$ cat src/rtl/spi_master_pkg.sv
// Shared definitions for the SPI memory initiator: frame geometry, FSM encoding
// and a helper that packs the 16-bit command/data frame.
package spi_master_pkg;

    localparam int unsigned ADDR_W     = 7;
    localparam int unsigned DATA_W     = 8;
    localparam int unsigned FRAME_BITS = 16;
    localparam logic        RW_READ    = 1'b1;

    typedef enum logic [2:0] {
        StIdle    = 3'd0,
        StCsSetup = 3'd1,
        StShift   = 3'd2,
        StCsHold  = 3'd3,
        StDone    = 3'd4
    } spi_state_e;

    // Frame is sent MSB first: address, then the read/write flag, then data.
    function automatic logic [FRAME_BITS-1:0] build_frame(
        input logic [ADDR_W-1:0] addr,
        input logic              rw,
        input logic [DATA_W-1:0] data
    );
        return {addr, rw, data};
    endfunction

endpackage

$ cat src/rtl/spi_master_sclk_gen.sv
// Serial clock generator: counts half-periods of CLKDIV clk cycles and, when
// asked, toggles sclk at the end of each half-period. The same tick is reused
// by the initiator to time the chip-select setup and hold windows.
module spi_master_sclk_gen #(
    parameter int unsigned CLKDIV = 4
) (
    input  logic clk,
    input  logic reset,
    input  logic en,      // counter runs while high, held at zero otherwise
    input  logic toggle,  // flip sclk on the tick that ends this half-period
    output logic sclk,
    output logic tick,    // last cycle of a half-period
    output logic rise,    // tick while sclk is low (next edge raises sclk)
    output logic fall     // tick while sclk is high (next edge lowers sclk)
);

    localparam logic [7:0] LastCount = 8'(CLKDIV - 1);

    logic [7:0] cnt_q, cnt_d;
    logic       sclk_q, sclk_d;

    // Half-period counter and sclk level next-state
    always_comb begin
        cnt_d  = cnt_q;
        sclk_d = sclk_q;
        tick   = en && (cnt_q == LastCount);
        if (!en) begin
            cnt_d  = 8'd0;
            sclk_d = 1'b0;
        end else if (tick) begin
            cnt_d = 8'd0;
            if (toggle) begin
                sclk_d = ~sclk_q;
            end
        end else begin
            cnt_d = cnt_q + 8'd1;
        end
    end

    // Counter and sclk state
    always_ff @(posedge clk or posedge reset) begin
        if (reset) begin
            cnt_q  <= 8'd0;
            sclk_q <= 1'b0;
        end else begin
            cnt_q  <= cnt_d;
            sclk_q <= sclk_d;
        end
    end

    assign sclk = sclk_q;
    assign rise = tick && !sclk_q;
    assign fall = tick && sclk_q;

endmodule

$ cat src/rtl/spi_master.sv
// SPI mode-0 initiator for the spiMemory frame: 7-bit address, read/write flag
// and one data byte, MSB first. Timing of sclk lives in spi_master_sclk_gen;
// the FSM, frame shifter and read capture live here.
module spi_master
    import spi_master_pkg::*;
#(
    parameter int unsigned CLKDIV = 4
) (
    input  logic              clk,
    input  logic              reset,
    input  logic              start,
    input  logic              rw,
    input  logic [ADDR_W-1:0] addr,
    input  logic [DATA_W-1:0] wdata,
    output logic              busy,
    output logic              done,
    output logic [DATA_W-1:0] rdata,
    output logic              sclk_pin,
    output logic              cs_pin,
    output logic              mosi_pin,
    input  logic              miso_pin
);

    if (CLKDIV < 2 || CLKDIV > 255) begin : g_bad_clkdiv
        $error("spi_master: CLKDIV must be in 2..255");
    end

    spi_state_e state_q, state_d;

    logic [FRAME_BITS-1:0] frame_q;
    logic                  rw_q;
    logic [3:0]            bit_cnt_q;
    logic [DATA_W-1:0]     rx_q;
    logic [DATA_W-1:0]     rdata_q;

    logic gen_en, gen_toggle;
    logic sclk, tick, rise, fall;
    logic accept, shift_fall, shift_rise, finish;

    spi_master_sclk_gen #(
        .CLKDIV (CLKDIV)
    ) u_sclk_gen (
        .clk    (clk),
        .reset  (reset),
        .en     (gen_en),
        .toggle (gen_toggle),
        .sclk   (sclk),
        .tick   (tick),
        .rise   (rise),
        .fall   (fall)
    );

    // Next-state and control strobes
    always_comb begin
        state_d    = state_q;
        accept     = 1'b0;
        gen_en     = 1'b0;
        gen_toggle = 1'b0;
        shift_fall = 1'b0;
        shift_rise = 1'b0;
        finish     = 1'b0;
        unique case (state_q)
            StIdle: begin
                if (start) begin
                    accept  = 1'b1;
                    state_d = StCsSetup;
                end
            end
            StCsSetup: begin
                // The tick ending setup raises sclk for the first frame bit.
                gen_en     = 1'b1;
                gen_toggle = 1'b1;
                if (tick) begin
                    state_d = StShift;
                end
            end
            StShift: begin
                gen_en     = 1'b1;
                // Leave sclk low after the low phase of bit 0.
                gen_toggle = sclk || (bit_cnt_q != 4'd0);
                shift_fall = fall;
                shift_rise = rise;
                if (rise && bit_cnt_q == 4'd0) begin
                    state_d = StCsHold;
                end
            end
            StCsHold: begin
                gen_en = 1'b1;
                if (tick) begin
                    finish  = 1'b1;
                    state_d = StDone;
                end
            end
            StDone: begin
                // A start held across DONE begins the next frame straight away,
                // so the only cs-high cycle between back-to-back frames is DONE.
                if (start) begin
                    accept  = 1'b1;
                    state_d = StCsSetup;
                end else begin
                    state_d = StIdle;
                end
            end
            default: begin
                state_d = StIdle;
            end
        endcase
    end

    // FSM state register
    always_ff @(posedge clk or posedge reset) begin
        if (reset) begin
            state_q <= StIdle;
        end else begin
            state_q <= state_d;
        end
    end

    // Frame shifter, bit counter and read capture
    always_ff @(posedge clk or posedge reset) begin
        if (reset) begin
            frame_q   <= '0;
            rw_q      <= 1'b0;
            bit_cnt_q <= 4'd0;
            rx_q      <= '0;
            rdata_q   <= '0;
        end else begin
            if (accept) begin
                frame_q   <= build_frame(addr, rw, wdata);
                rw_q      <= rw;
                bit_cnt_q <= 4'(FRAME_BITS - 1);
            end else if (shift_fall) begin
                // Zero fill leaves mosi low once bit 0 has been sent.
                frame_q <= {frame_q[FRAME_BITS-2:0], 1'b0};
                if (rw_q == RW_READ && bit_cnt_q < 4'(DATA_W)) begin
                    rx_q <= {rx_q[DATA_W-2:0], miso_pin};
                end
            end
            if (shift_rise && bit_cnt_q != 4'd0) begin
                bit_cnt_q <= bit_cnt_q - 4'd1;
            end
            if (finish && rw_q == RW_READ) begin
                rdata_q <= rx_q;
            end
        end
    end

    assign busy     = (state_q == StCsSetup) || (state_q == StShift) || (state_q == StCsHold);
    assign done     = (state_q == StDone);
    assign cs_pin   = !busy;
    assign sclk_pin = sclk;
    assign mosi_pin = frame_q[FRAME_BITS-1];
    assign rdata    = rdata_q;

endmodule

$ cat config.mk
export PLATFORM = sky130hd
export DESIGN_NAME = spi_master
export DESIGN_NICKNAME = d
export VERILOG_FILES = /design/src/rtl/spi_master_pkg.sv /design/src/rtl/spi_master_sclk_gen.sv /design/src/rtl/spi_master.sv
export SDC_FILE = /design/constraint.sdc
export NUM_CORES = 1
export LEC_CHECK = 0
export CAP_MARGIN = 30
export CORE_UTILIZATION = 50
export CTS_BUF_LIST = sky130_fd_sc_hd__clkbuf_4 sky130_fd_sc_hd__clkbuf_8
export DETAILED_ROUTE_END_ITERATION = 10
export PLACE_DENSITY_LB_ADDON = 0.05
export SYNTH_ARGS = -nofsm -noshare
export SYNTH_HDL_FRONTEND = slang
export SYNTH_SLANG_ARGS = --single-unit
$ cat constraint.sdc
create_clock -name clk -period 2.35 [get_ports clk]
set_input_delay 0.47 -clock clk [delete_from_list [all_inputs] [get_ports clk]]
set_output_delay 0.47 -clock clk [all_outputs]
set_load 0.1 [all_outputs]
Word level (Yosys, flattened, before mapping). Cells that the tools add are included.

$add $sub $neg: 2. Muxes and demuxes: 23. Equality and inequality tests: 11. Magnitude comparators: 1. Bitwise logic cells: 2. Reduce and logical (&&, ||, !) cells: 22.

Operator list (count): $mux 16 (2); $mux 8 (2); $pmux 3 s5 (1); $mux 3 (4); $mux 1 (11); $add 8x1->8 const B (1); $eq 8x2->1 const B (1); $mux 4 (2); $ne 2x2->1 const B (4); $logic_and 1x1->1 (7); $eq 3x2->1 const B (2); $logic_not 4->1 (1); $lt 4x4->1 const B (1); $ne 2x1->1 const B (2); $reduce_and 4->1 (1); $reduce_bool 2->1 (2); $reduce_bool 4->1 (1); $sub 4x1->4 const B (1); $eq 3x1->1 const B (1); $eq 3x3->1 const B (1); $logic_not 3->1 (1); $logic_or 1x1->1 (3); $reduce_and 3->1 (1); $reduce_or 3->1 (1); other kinds (5) (7).

Output and inout port bits: 13. Flip-flop bits (word level): 49.

Depth between registers and ports, before layout. Gate-level depths: netlist of the first run.

Depth in word-level cells: 8. Mapped depth: 7. Mapped depth without buffers: 6.

Modules after synthesis. From an unflattened synthesis of the first run, not the netlist that was laid out.

Cell total of the unflattened synthesis: 189. Area, all modules: 2393.5 um^2.

Modules (own cells, without submodules): spi_master (seq. area each 1001.0 um^2, area an instance 1908.1 um^2, instances 1, cells an instance 141); spi_master_sclk_gen (seq. area each 225.2 um^2, area an instance 485.5 um^2, instances 1, cells an instance 48).

Worst setup path before layout of the first run. OpenSTA, ideal clock, no wires.

Kind: register to output. Start: register state_q[1]. End: output busy. Stages on the path, launching flop included: 5. Setup slack: -43 ps. Buffers on the path: 1. Arrival time: 1923 ps. Cells stage by stage: dfrtp_1 clkbuf_1 nor2_1 or2_2 inv_1.

Cells in the longest elaborated chain, start to end: 3. Elaborated cells on any way between the ends: 5. Those cells by class: eq/ne: 3; reduce/logical: 2.

RTL lines: start, declared (RTL line spi_master.sv:28) `spi_state_e state_q, state_d;`; start signal, assigned (RTL line spi_master.sv:113) `state_q <= StIdle;`; start signal, assigned (RTL line spi_master.sv:115) `state_q <= state_d;`; $eq 3x1->1 / $eq 3x2->1 (equally long branches) (RTL line spi_master.sv:148) `assign busy = (state_q == StCsSetup) || (state_q == StShift) || (state_q == StCsHold);`; $logic_or 1x1->1 (RTL line spi_master.sv:148); $logic_or 1x1->1 * (RTL line spi_master.sv:148); end, declared (RTL line spi_master.sv:15) `output logic busy,`.

Every way passes the cells marked *; elsewhere a longest branch is shown, timed or not.

Final worst setup path of the first run.
Start: register u_sclk_gen.cnt_q[5]. End: register rdata_q[7], in the netlist rdata[7].

Cells in the longest elaborated chain, start to end: 5.

RTL lines: start, declared (RTL line spi_master_sclk_gen.sv:19) `logic [7:0] cnt_q, cnt_d;`; start signal, assigned (RTL line spi_master_sclk_gen.sv:46) `cnt_q <= cnt_d;`; $eq 8x2->1 (RTL line spi_master_sclk_gen.sv:26) `tick = en && (cnt_q == LastCount);`; $logic_and 1x1->1 (RTL line spi_master_sclk_gen.sv:26); $mux 1 (RTL line spi_master.sv:89) `if (tick) begin`; $mux 1 (RTL line spi_master.sv:62) `unique case (state_q)`; $logic_and 1x1->1 (RTL line spi_master.sv:142) `if (finish && rw_q == RW_READ) begin`; end signal, assigned (RTL line spi_master.sv:143) `rdata_q <= rx_q;`; end, declared (RTL line spi_master.sv:34) `logic [DATA_W-1:0] rdata_q;`.

No other way between the ends. A chain may end at the register's enable or synchronous reset.

==> flow_metrics.py, run 1 <==
metrics = {
    "worst_setup_path": {
        "worstSetupPathType": "register to register",
        "end_kind": "register",
        "cp_max_fo": 8,
        "crit_chain": "or4_4 -> nor4_4 -> nand4_2 -> mux2_1",
        "worstPathArrival_ns": 2.35,
        "cp-start-kind": "register",
        "slowest_stage": "or4_4",
        "critPathTopFamily": "simple AND/OR/NAND/NOR gates",
        "cp.required_ns": 2.53,
        "cp_num_buf_inv": 0,
        "cpPeakStageDelay_ns": 0.57,
    },
    "placement": {
        "dp_hpwl_um": 2730,
        "preCtsSetupSlack_ns": 0.194,
        "globalplace.congestion": 0.808,
        "numPortBuffers": 32,
    },
    "synthesis": {
        "yosysTopAreaCell": "dfrtp_1",
        "synth.area.top_cells": "dfrtp_1 (55%), mux2_2 (7.5%), nand2_1 (6.5%), nor2_1 (4.9%), a31oi_1 (4.5%)",
        "ys.flop_type": "dfrtp_1",
        "synth-edff-count": 0,
        "netlist_top_cells_count": "dfrtp_1 (49), nand2_1 (39), nor2_1 (29), a31oi_1 (16), mux2_2 (15)",
        "yosysMostFrequentCell": "dfrtp_1",
        "ys_seq_area_frac": 0.547,
        "syn-cell-area_um2": 2240,
        "synth_top_area_share": 0.547,
        "synth_seq_cells": 49,
        "ys_warn_count": 0,
        "ys_types": 36,
        "async_flop_share": 1.00,
        "postSynthAreaPerCell_um2": 10.3,
        "synthesis.nets": 240,
        "netlist_instances": 218,
    },
    "route": {
        "vias_per_cell": 5.42,
        "num_vias": 1641,
        "drt_first_pass_iters": 4,
        "ant_nets": 0,
        "drc": 0,
        "drt_iter0_drc": 124,
        "routed_wirelength_um": 4040,
        "wl_per_cell_um": 13.3,
    },
    "clock_network": {
        "clk_latency_ns": 0.30,
        "cts_buffers": 5,
        "postCtsSetupBuffers": 0,
        "cts.repair.resized": 0,
        "clk_pin_slew_ns": 0.09,
        "holdBufCountCts": 0,
        "h-tree-depth": 2,
        "cts-root-buf": "clkbuf_8",
        "cts_tree": "yes",
        "clk_path_buf_depth": 2,
        "cts_sinks": 49,
    },
    "floorplan": {
        "rows": 23,
        "ios": 33,
        "fp.dieW_um": 69.0,
        "core_area_um2": 4140,
        "design.die.area_um2": 4760,
        "die_h_um": 69.0,
        "start_util": 0.541,
    },
    "finish": {
        "nets": 274,
        "drive_gt1_frac": 0.194,
        "areaGrowthSynthToFinish_pct": 21.8,
        "n_antenna_cell": 0,
        "nFillCells": 343,
    },
    "timing": {
        "setup_slack_ns": 0.182,
        "relSlewSlack": 0.467,
        "final_max_slew_viol_count": 0,
        "final.setup_skew_ns": 0.00564,
        "min_period_ns": 2.17,
        "setup_tns_ns": 0,
        "final-setup-viol-count": 0,
        "hold_viol": 0,
        "fmax_ghz": 0.461,
        "period_share": 0.923,
        "rsz0062_at_grt": "no",
        "worstMarginPinSlew_ns": 0.789,
    },
    "pwr": {
        "p_per_area_nw_per_um2": 1010,
        "net-switching-power_w": 0.00110,
        "p_sw_frac": 0.400,
        "pwr-share-seq": 0.452,
        "power_leakage_nw": 1.28,
        "p_int_w": 0.00165,
        "clkPwrFrac": 0.174,
        "comb_power_share": 0.374,
        "peakVddDrop_uv": 433,
    },
    "global_routing": {
        "grt_usage": 0.198,
        "grt_pass1_vias": 1518,
        "antenna_found_initial": 0,
        "gr-total-overflow": 0,
        "grt_pass1_wl_um": 6740,
        "grt_start_max_net_pins": 50,
    },
    "job": {
        "maxCapViolCount": 0,
    },
    "status": {
        "outcome": "completed",
    },
    "min_path": {
        "min_path_type": "register to register",
    },
}
cells in the final DEF, fill, tap and decap left out, drive strengths merged, types with 5 or more instances in the layout:
cell,n
nor2,29
clkdlybuf4s50,19
inv,6
nand3,6
clkbuf,6
buf,17
nand2,39
dfrtp,49
mux2,16
xor2,5
a31oi,16
cell type report:
class | count | area, um2 | share of cell area
tap | 50 | 62.6 | 0.0229
inverter | 7 | 30.0 | 0.0110
sequential | 49 | 1230 | 0.449
multi-input combinational | 153 | 957 | 0.351
timing repair buffer | 36 | 368 | 0.135
clock buffer | 6 | 76.3 | 0.0280
clock inverter | 2 | 10.0 | 0.00367
routing by layer:
layer | up-vias | global-route usage | wire, um | part of all wire
li1 | 807 | - | - | -
met1 | 786 | 0.266 | 2010 | 0.50
met2 | 46 | 0.301 | 1830 | 0.45
met3 | 2 | 0.0559 | 169 | 0.042
met4 | 0 | 0.0765 | 23 | 0.0057
met5 | - | 0 | 0 | 0
cell families after synthesis:
kind of cell	share of synthesized area
buffers and inverters	0.0273
AOI/OAI and AO/OA	0.0653
muxes	0.0982
xor gates and xnor gates	0.0313
and+or+nand+nor	0.220
DFF	0.547
adders and majority gates	0.0112
flip-flops by register name (all words and copies together) (netlist names):
register          flops
rw_q                  1
rdata                 8
rx_q                  8
u_sclk_gen.sclk       1
state_q               3
bit_cnt_q             4
frame_q              16
u_sclk_gen.cnt_q      8
worst paths after layout:
check / to / slack [ns] / depth (start not counted) / start
setup reg to reg: rdata[7] / 0.18 / 4 / u_sclk_gen.cnt_q[5]
hold / removal: rdata[7] / 0.49 / 1 / rx_q[7]
hold reg to reg: rdata[7] / 0.49 / 1 / rx_q[7]
setup / recovery: rdata[7] / 0.18 / 4 / u_sclk_gen.cnt_q[5]
max in group asynchronous: frame_q[10] / 1.61 / 3 / reset
min in group asynchronous: frame_q[2] / 0.52 / 3 / reset
per-stage QoR:
step | area, um2 | util | power (W) | cells | hold slack (ns)
6_report | 2730 | 0.659 | 0.00275 | 303 | 0.492
5_1_grt | 2730 | 0.659 | 0.00293 | 303 | 0.524
4_1_cts | 2730 | 0.659 | 0.00278 | 303 | 0.494
3_5_place_dp | 2640 | 0.638 | 0.00229 | 295 | 0.475
3_3_place_gp | 2640 | 0.638 | 0.00227 | 295 | 0.468
2_1_floorplan | 2250 | - | 0.00199 | 218 | 0.447
power groups by stage:
stage / Clock, W / Sequential (W) / Combinational, W
global placement: 0 / 0.00126 / 0.00101
finish: 0.000479 / 0.00124 / 0.00103
global route: 0.000531 / 0.00128 / 0.00112
floorplan: 0 / 0.00130 / 0.000691
detailed placement: 0 / 0.00126 / 0.00103
CTS: 0.000500 / 0.00124 / 0.00104
Note: power is estimated with default switching activity, not from simulation.
==> inputs of run 2 (changes only) <==
--- a/config.mk
+++ b/config.mk
@@ -9,7 +9,8 @@
 export CORE_UTILIZATION = 50
 export CTS_BUF_LIST = sky130_fd_sc_hd__clkbuf_4 sky130_fd_sc_hd__clkbuf_8
 export DETAILED_ROUTE_END_ITERATION = 10
-export PLACE_DENSITY_LB_ADDON = 0.05
+export PLACE_DENSITY_LB_ADDON = 0.2
 export SYNTH_ARGS = -nofsm -noshare
 export SYNTH_HDL_FRONTEND = slang
 export SYNTH_SLANG_ARGS = --single-unit
+export TNS_END_PERCENT = 50
==> run 2 against run 1 <==
Effect of this change:
- design area grew 0.60%
- die area unchanged
- clock power increased by 11%
- largest cell class unchanged
- largest power group unchanged
==> flow_metrics.py, run 2 (synthesis gave the netlist of run 1 again) <==
metrics = {
    "status": {
        "outcome": "completed",
    },
    "worst_setup_path": {
        "reg2reg_from": "u_sclk_gen.cnt_q[5]",
        "cp.required_ns": 2.54,
        "crit_start": "u_sclk_gen.cnt_q[5]",
        "cp-start-kind": "register",
        "worstSetupPathType": "register to register",
        "end_kind": "register",
        "worstPathArrival_ns": 2.34,
        "cp_max_fo": 8,
        "crit_end": "rdata[7]",
        "r2r_slack_ns": 0.20,
        "rr_worst_depth": 4,
        "r2r-end": "rdata[7]",
    },
    "pwr": {
        "p_sw_frac": 0.401,
        "peakVddDrop_uv": 775,
        "net-switching-power_w": 0.00113,
        "p_per_area_nw_per_um2": 1020,
        "clkPwrFrac": 0.189,
        "comb_power_share": 0.366,
        "power_leakage_nw": 1.29,
        "pwr-share-seq": 0.444,
        "p_int_w": 0.00168,
        "finalPower_w": 0.00281,
    },
    "route": {
        "drc": 0,
        "num_vias": 1662,
        "vias_per_cell": 5.45,
        "drt_iter0_drc": 128,
        "ant_nets": 0,
        "wl_per_cell_um": 13.6,
        "routed_wirelength_um": 4150,
        "drt_first_pass_iters": 6,
    },
    "finish": {
        "mostFrequentLayoutCell": "dfrtp_1",
        "drive_gt1_frac": 0.200,
        "layout_common_cells": "dfrtp_1 (49), nand2_1 (39), nor2_1 (29)",
        "nFillCells": 350,
        "largest_register_ffs": 16,
        "n_antenna_cell": 0,
        "final_area_um2": 2750,
        "areaGrowthSynthToFinish_pct": 22.5,
        "nets": 276,
        "regMostFlops": "frame_q",
    },
    "timing": {
        "rsz0062_at_grt": "no",
        "relSlewSlack": 0.598,
        "hold_viol": 0,
        "period_share": 0.917,
        "min_period_ns": 2.15,
        "setup_tns_ns": 0,
        "final-setup-viol-count": 0,
        "final.setup_skew_ns": 0.00631,
        "worstMarginPinSlew_ns": 0.597,
        "final_max_slew_viol_count": 0,
        "fmax_ghz": 0.464,
    },
    "floorplan": {
        "start_util": 0.541,
        "core_area_um2": 4140,
        "ios": 33,
        "fp.dieW_um": 69.0,
        "design.die.area_um2": 4760,
        "rows": 23,
        "die_h_um": 69.0,
    },
    "clock_network": {
        "cts_buffers": 5,
        "postCtsSetupBuffers": 0,
        "h-tree-depth": 2,
        "cts_sinks": 49,
        "clk_path_buf_depth": 2,
        "cts-root-buf": "clkbuf_8",
        "cts_tree": "yes",
        "holdBufCountCts": 0,
        "cts.repair.resized": 0,
        "clk_pin_slew_ns": 0.09,
        "clk_latency_ns": 0.31,
    },
    "global_routing": {
        "grt_usage": 0.213,
        "grt_pass1_vias": 1550,
        "antenna_found_initial": 0,
        "gr-total-overflow": 0,
        "grt_pass1_wl_um": 7090,
        "grt_start_max_net_pins": 32,
    },
    "placement": {
        "globalplace.congestion": 0.816,
        "numPortBuffers": 32,
        "place_area_um2": 2650,
        "dp_hpwl_um": 2940,
    },
    "job": {
        "maxCapViolCount": 0,
    },
    "min_path": {
        "min_path_type": "input port to async pin",
    },
}
==> run 2: cell types whose count changed in the layout (fill, tap and decap cells not counted) <==
cell / change
buf_12: -1
buf_4: +3
clkbuf_4: -1
clkbuf_8: +1
clkinv_2: -2
clkinv_4: +1
inv_6: +1
==> run 2: critical path, stage by stage (launching register included) <==
cell and delay [ns]:
dfrtp_1 0.43, or4_4 0.58, nor4_4 0.31, nand4_2 0.31, mux2_1 0.41
==> run 2: final cells by class <==
type / count / area, um2 / share of cell area
flip-flops and latches: 49 / 1230 / 0.446
clock buffers: 6 / 82.6 / 0.0301
inverters: 7 / 30.0 / 0.0109
multi-input cells: 153 / 957 / 0.349
clock inverters: 2 / 17.5 / 0.00638
repair buffers: 38 / 370 / 0.135
well taps: 50 / 62.6 / 0.0228
==> run 2: worst min-delay path by stage <==
stage / endpoint / cells after the start
floorplan: u_sclk_gen.cnt_q[0] / 1
global placement: rdata[7] / 1
detailed placement: u_sclk_gen.cnt_q[0] / 1
CTS: rdata[5] / 2
global route: rdata[5] / 2
finish: rdata[5] / 2
==> run 2: metal layers <==
| metal | vias to the layer above | wire length, um | GRT usage | part of all wire |
|---|---|---|---|---|
| met1 | 813 | 1980 | 0.284 | 0.48 |
| met5 | - | 0 | 0 | 0 |
| met4 | 0 | 34 | 0.0918 | 0.0082 |
| li1 | 820 | - | - | - |
| met2 | 27 | 1990 | 0.323 | 0.48 |
| met3 | 2 | 145 | 0.0592 | 0.035 |
==> run 2: through the flow <==
stage          cells   util  setup WS [ns]  hold slack, ns
4_1_cts          305  0.663          0.173           0.471
2_1_floorplan    218      -          0.237           0.447
6_report         305  0.663          0.196           0.472
5_1_grt          305  0.663         0.0664           0.501
3_3_place_gp     297  0.639          0.257           0.467
3_5_place_dp     297  0.639          0.190           0.490
==> run 2: power by group through the flow <==
stage	sequential (W)	combinational, W	clock, W
floorplan	0.00130	0.000691	0
global placement	0.00125	0.00102	0
detailed placement	0.00126	0.00104	0
CTS	0.00124	0.00104	0.000551
global route	0.00128	0.00114	0.000589
finish	0.00125	0.00103	0.000532
